### src/rtl/instr_fetch_unit.sv
// Instruction fetch unit: fetches 32-bit words from instruction memory and hands them to decode
// over valid/ready, with branch redirect support. Define FETCH_PERF_EN to add the fetchCount counter.
module instr_fetch_unit #(
    parameter int unsigned          PC_WIDTH = 32,
    parameter logic [PC_WIDTH-1:0]  RESET_PC = '0
) (
    input  logic                clk,
    input  logic                rst_n,
    output logic                imemReq,
    output logic [PC_WIDTH-1:0] imemAddr,
    input  logic                imemAck,
    input  logic [31:0]         imemData,
    output logic                instrValid,
    input  logic                instrReady,
    output logic [31:0]         instruction,
    output logic [PC_WIDTH-1:0] instrPC,
    output logic [6:0]          opcodeCtrl,
    output logic                illegalOp,
    input  logic                branchTaken,
`ifdef FETCH_PERF_EN
    input  logic [PC_WIDTH-1:0] branchTarget,
    output logic [31:0]         fetchCount
`else
    input  logic [PC_WIDTH-1:0] branchTarget
`endif
);

    localparam logic [1:0] IDLE = 2'd0;
    localparam logic [1:0] REQ  = 2'd1;
    localparam logic [1:0] HOLD = 2'd2;
    localparam logic [1:0] DROP = 2'd3;

    localparam logic [31:0] NOP = 32'h0000_0013;

    logic [1:0]          state;
    logic [PC_WIDTH-1:0] pc;
    logic [PC_WIDTH-1:0] req_addr;
    logic [PC_WIDTH-1:0] target;
    logic                transfer;

    function automatic logic is_legal(input logic [6:0] op);
        case (op)
            7'b0000011, 7'b0100011, 7'b0110011, 7'b0010011, 7'b1100011: is_legal = 1'b1;
            default:                                                    is_legal = 1'b0;
        endcase
    endfunction

    assign target     = {branchTarget[PC_WIDTH-1:2], 2'b00};
    assign transfer   = instrValid & instrReady;
    assign imemReq    = (state == REQ) || (state == DROP);
    assign imemAddr   = req_addr;
    assign opcodeCtrl = instruction[6:0];

    // Redirect is decoded ahead of the per-state cases since it wins in every state;
    // an un-acked request must still complete, so it parks in DROP with its address held.
    always_ff @(posedge clk or negedge rst_n) begin
        if (!rst_n) begin
            state       <= IDLE;
            pc          <= RESET_PC;
            req_addr    <= RESET_PC;
            instrValid  <= 1'b0;
            instruction <= NOP;
            instrPC     <= RESET_PC;
            illegalOp   <= 1'b0;
        end else if (branchTaken) begin
            pc         <= target;
            instrValid <= 1'b0;
            illegalOp  <= 1'b0;
            if (((state == REQ) || (state == DROP)) && !imemAck) begin
                state <= DROP;
            end else begin
                state    <= REQ;
                req_addr <= target;
            end
        end else begin
            case (state)
                IDLE: begin
                    state    <= REQ;
                    req_addr <= pc;
                end
                REQ: begin
                    if (imemAck) begin
                        instruction <= imemData;
                        instrPC     <= req_addr;
                        instrValid  <= 1'b1;
                        illegalOp   <= ~is_legal(imemData[6:0]);
                        pc          <= req_addr + PC_WIDTH'(4);
                        state       <= HOLD;
                    end
                end
                HOLD: begin
                    if (instrReady) begin
                        instrValid <= 1'b0;
                        illegalOp  <= 1'b0;
                        req_addr   <= pc;
                        state      <= REQ;
                    end
                end
                DROP: begin
                    if (imemAck) begin
                        req_addr <= pc;
                        state    <= REQ;
                    end
                end
                default: state <= IDLE;
            endcase
        end
    end

`ifdef FETCH_PERF_EN
    always_ff @(posedge clk or negedge rst_n) begin
        if (!rst_n) begin
            fetchCount <= '0;
        end else if (transfer) begin
            fetchCount <= fetchCount + 32'd1;
        end
    end
`else
    logic unused_transfer;
    assign unused_transfer = transfer;
`endif

endmodule

### config.mk
export PLATFORM = sky130hd
export DESIGN_NAME = instr_fetch_unit
export DESIGN_NICKNAME = d
export VERILOG_FILES = /design/src/rtl/instr_fetch_unit.sv
export SDC_FILE = /design/constraint.sdc
export NUM_CORES = 1
export LEC_CHECK = 0
export CORE_ASPECT_RATIO = 2
export CORE_MARGIN = 5
export CORE_UTILIZATION = 35
export CTS_BUF_LIST = sky130_fd_sc_hd__clkbuf_8
export DETAILED_ROUTE_END_ITERATION = 10
export PLACE_DENSITY = 0.64
export REMOVE_ABC_BUFFERS = 1
export SYNTH_ARGS = -nofsm -noshare
export SYNTH_HDL_FRONTEND = slang
export SYNTH_SLANG_ARGS = --single-unit
### constraint.sdc
create_clock -name clk -period 1.67 [get_ports clk]
set_input_delay 0.2505 -clock clk [delete_from_list [all_inputs] [get_ports clk]]
set_output_delay 0.2505 -clock clk [all_outputs]
set_load 0.03 [all_outputs]
Yosys cells after proc, flatten, opt, wreduce, memory -nomap -nowiden
Index checks and enable logic that the tools add are counted.
{"block": "word_totals", "register_bits": 132, "inputBits": 69}
{"block": "classes", "addsub": 1, "eq_ne": 12, "n_mux": 25, "bitwise": 2, "reduce_logical": 14}
{"op": "32-bit 2-to-1 mux", "count": 7}
{"op": "32-bit one-hot mux with 3 select lines", "count": 1}
{"op": "32-bit by 3-bit adder with 32-bit output, second input constant", "count": 1}
{"op": "7-bit by 6-bit == test with 1-bit output, second input constant", "count": 2}
{"op": "2-bit 2-to-1 mux", "count": 5}
{"op": "1-bit 2-to-1 mux", "count": 9}
{"op": "3-bit != test, second input constant", "count": 3}
{"op": "3-bit AND reduction", "count": 3}
{"op": "2-bit one-hot mux with 4 select lines", "count": 1}
{"op": "7-bit by 2-bit == test with 1-bit output, second input constant", "count": 1}
{"op": "7-bit by 5-bit == test with 1-bit output, second input constant", "count": 1}
{"op": "7-bit == test, second input constant", "count": 1}
{"op": "5-bit OR reduction", "count": 1}
{"op": "2-bit == test, second input constant", "count": 2}
{"op": "1-bit one-hot mux with 2 select lines", "count": 2}
{"op": "4-bit AND reduction", "count": 1}
{"op": "2-bit nonzero test", "count": 2}
{"op": "4-bit nonzero test", "count": 1}
{"op": "3-bit nonzero test", "count": 1}
{"op": "2-bit by 1-bit == test with 1-bit output, second input constant", "count": 1}
{"op": "2-bit logical NOT", "count": 1}
{"op": "2-bit != test, second input constant", "count": 1}
{"op": "1-bit NOT", "count": 2}
{"op": "2-bit AND reduction", "count": 1}
{"op": "3 further kinds", "count": 3}

Logic depth before layout (Yosys ltp)
{"block": "logic_depth", "depth_word": 10, "mapped_depth": 8}

Worst setup path after synthesis
No wires, ideal clock.
{"block": "synth_timing", "path_kind": "reg2reg", "from": "register req_addr[2], in the netlist imemAddr[2]", "to": "register pc[14]", "t_arrival_ns": 1.818, "slack_ns": -0.224, "path_stages_with_launch": 6, "n_path_buf": 0, "cell_sequence": "dfrtp_1 -> ha_1 -> nand3_1 -> or4_1 -> xor2_1 -> o21ai_1"}
{"block": "synth_via", "elab_chain_len": 4}
{"element": "start, declared", "line": "37", "text": "logic [PC_WIDTH-1:0] req_addr;"}
{"element": "start signal, assigned", "line": "73", "text": "req_addr <= target;"}
{"element": "start signal, assigned", "line": "79", "text": "req_addr <= pc;"}
{"element": "start signal, assigned", "line": "95", "text": "req_addr <= pc;"}
{"element": "32-bit by 3-bit adder with 32-bit output", "line": "87", "text": "pc <= req_addr + PC_WIDTH'(4);"}
{"element": "32-bit 2-to-1 mux", "line": "82", "text": "if (imemAck) begin"}
{"element": "32-bit 2-to-1 mux", "line": "76", "text": "case (state)"}
{"element": "32-bit 2-to-1 mux", "line": "65", "text": "end else if (branchTaken) begin"}
{"element": "end signal, assigned", "line": "66", "text": "pc <= target;"}
{"element": "end signal, assigned", "line": "87"}
{"element": "end, declared", "line": "36", "text": "logic [PC_WIDTH-1:0] pc;"}
Every way passes these cells. The select of a mux whose other input is x is not followed.
A chain may end at the register's enable or synchronous reset.

Worst setup path after layout
{"block": "layout_timing", "from": "register req_addr[8], in the netlist imemAddr[8]", "to": "output imemAddr[8]"}
{"element": "end, declared", "line": "10", "text": "output logic [PC_WIDTH-1:0] imemAddr,"}
No word-level cell between the ends.

==> results.ini <==
[timing]
fin_hold_ws_ns=0.3295
setup_violations=1
final-hold-violation-count=0
fin_crit_ns=1.676
setup_slack_ns=-0.006081
tightestPinTransition_ns=0.4759
slew_headroom_pct=68.27
fmax_mhz=596.6
slew_violations=0
grt_setup_unrepaired=yes
skew_ns=0.01276
period_share_pct=100.4

[outcome]
status=finished, violations left
violations=setup timing

[routing]
routed_wl_um=17440
dr.pass1.iters=4
drt_iter0_drc=166
route.detailed.drc=0
vias=5426
avgRoutedWirePerCell_um=15.68
routed_via_density=4.879
ant_nets=0

[grt]
grt_pass1_wl_um=28470
grt_pass1_vias=5509
antenna_found_initial=0
grt_overflow_total=0
grt_max_degree=50
grt_usage_pct=17.76

[floorplan]
core_region_area_mm2=0.01710
fp.dieW_um=102.7
start_util_pct=35.19
rows=68
die-area_mm2=0.02008
die-height_um=195.4
ios=175

[cts]
numCtsBuffers=17
insertion_delay_ns=0.44
cts_max_path_buffers=2
clockRootBuffer=clkbuf_8
cts_tree=built
htree_levels=4
clock_sinks=132
clk_pin_slew_ns=0.08

[final_layout]
diodes=0
instances_no_fill=1112
drive_above_1_share_pct=17.85
area_growth_pct=50.27
nets=959

[placement]
post-dp-hpwl_um=12580
place_congestion=0.7901
placedCellCount=1069
io_buffers=172

[critical_path]
required_ns=1.42
worst-setup-path-type=reg2out
end_kind=primary output
cp-start-kind=flop
critPathArrivalTime_ns=1.43
crit_path_max_fanout=5

[synth]
avgSynthCellArea_um2=9.146
synth_edf_count=0
ys_seq_area_share_pct=54.95
synth_area_mm2=0.006018
synthCells=658
yosysWarningCount=0
yosys_most_used_dff=dfrtp_1
async_flop_share_pct=100.0
synth.distinct_cells=41
ys_seq_elements=132

[min_path]
min_path_type=in2async

[power]
pwr-share-comb_pct=34.8
power_density_mw_per_mm2=1329
p_int_uw=7623
p_switching_uw=4393
irDropWorstVdd_mv=0.5308
leakage_uw=0.004471
pwr-share-seq_pct=36.6
clkPwrFrac_pct=28.6
switching_share_pct=36.56

[flow_run]
cap_violations=0

[Yosys cell counts, types with 8 or more instances]
| library cell | instances | share of area (%) |
|---|---|---|
| a21boi_0 | 14 | 1.7 |
| mux2i_1 | 19 | 3.2 |
| a21oi_1 | 13 | 1.1 |
| dfrtp_1 | 129 | 54 |
| o21ai_0 | 59 | 4.9 |
| clkbuf_1 | 23 | 1.4 |
| nand3_1 | 15 | 1.2 |
| a22oi_1 | 15 | 1.9 |
| xor2_1 | 19 | 2.8 |
| buf_2 | 11 | 0.91 |
| nor2_1 | 19 | 1.2 |
| nand2_1 | 249 | 16 |
| nand4_1 | 8 | 0.83 |
[cells in the final DEF, fill, tap and decap left out, types with 4 or more instances in the layout]
cell,netlist,routed
xnor2_1,7,7
clkdlybuf4s15_1,0,8
buf_6,0,9
xor2_1,19,18
nand2_1,249,247
clkbuf_8,0,19
nand4_1,8,8
mux2i_1,19,19
dlygate4sd2_1,0,86
and3_1,6,5
a21boi_0,14,14
o21ai_0,59,55
buf_12,0,9
inv_1,6,7
o21ai_1,6,10
nor2_1,19,17
nand3_1,15,10
a22oi_1,15,15
clkbuf_2,0,9
nand3_2,1,4
bufinv_16,0,7
clkdlybuf4s50_1,0,64
a21oi_1,13,12
buf_4,7,66
dfrtp_1,129,128
[power groups by stage]
stage                     logic [uW]  registers [uW]  clock network (uW)
after floorplan                  899            5800                   0
after global placement          4550            4420                   0
after detailed placement        4610            4450                   0
after CTS                       4180            4380                3530
after global routing            4520            4500                3660
final                           4180            4400                3440
[final cells by class]
cell class	count	area, um^2
clock buffers	19	261.5
clock inverters	13	254.0
fillers	1586	8058
inverters	6	22.52
multi-input cells	476	2590
flip-flops and latches	132	3308
well taps	210	262.8
repair buffers	256	2345
[registers in the layout, indices dropped and copies added, names as in the netlist]
| name | flops |
|---|---|
| pc | 32 |
| state | 2 |
| instrValid | 1 |
| illegalOp | 1 |
| instrPC | 32 |
| imemAddr | 32 |
| instruction | 32 |
[logic make-up (layout without fill, tap and decap cells)]
family	count (synthesis)	count (layout)	share of synthesized area, %
flip-flops	132	132	54.95
AND/OR/NAND/NOR	315	315	22.58
buffers and inverters	50	294	3.784
XOR/XNOR	26	26	3.784
multiplexers	19	19	3.160
adder cells (fa/ha/maj)	1	1	0.2079
AO/OA/AOI/OAI	115	115	11.54
[through the flow]
step | util (%) | area (um^2) | setup TNS, ns | power [uW] | setup WS, ns
after global routing | 52.88 | 9044 | -0.7567 | 12680 | -0.1241
final | 52.88 | 9044 | -0.006081 | 12020 | -0.006081
after global placement | 49.54 | 8472 | -7.767 | 8967 | -0.1187
after floorplan | - | 5813 | -163.83 | 6698 | -2.041
after detailed placement | 49.54 | 8472 | -10.27 | 9054 | -0.1363
after CTS | 52.11 | 8911 | -0.0009355 | 12090 | -0.0009355
[worst max-delay path: stages (launching register included)]
cell	delay (ns)
dfrtp_1	0.42
buf_4	0.14
buf_4	0.15
clkdlybuf4s15_2	0.28
[final timing paths]
path / startpoint / to / slack (ns) / cells after the start
max: imemAddr[8] / imemAddr[8] / -0.006 / 3
min: rst_n / instruction[23] / 0.33 / 2
max reg2reg: imemAddr[10] / pc[26] / 0.01 / 6
min reg2reg: instruction[4] / instruction[4] / 0.47 / 2
max in group asynchronous: rst_n / imemAddr[2] / 0.73 / 3
min in group clk: imemData[15] / instruction[15] / 0.34 / 3
[per-layer routing]
metal	vias up	global-route usage (%)	wire, um
li1	2639	-	-
met1	2607	23.18	7407
met2	163	28.87	8578
met3	17	4.362	1194
met4	0	5.207	257
met5	-	0	0
[what timing repair did]
item,CTS,global route
hold endpoints to repair,42,0
pin swaps,2,14
hold buffers,1,0
setup buffers,2,8
gates resized for setup,120,49
endpoints found under the setup margin,115,34
Note: power is estimated with default switching activity, not from simulation.
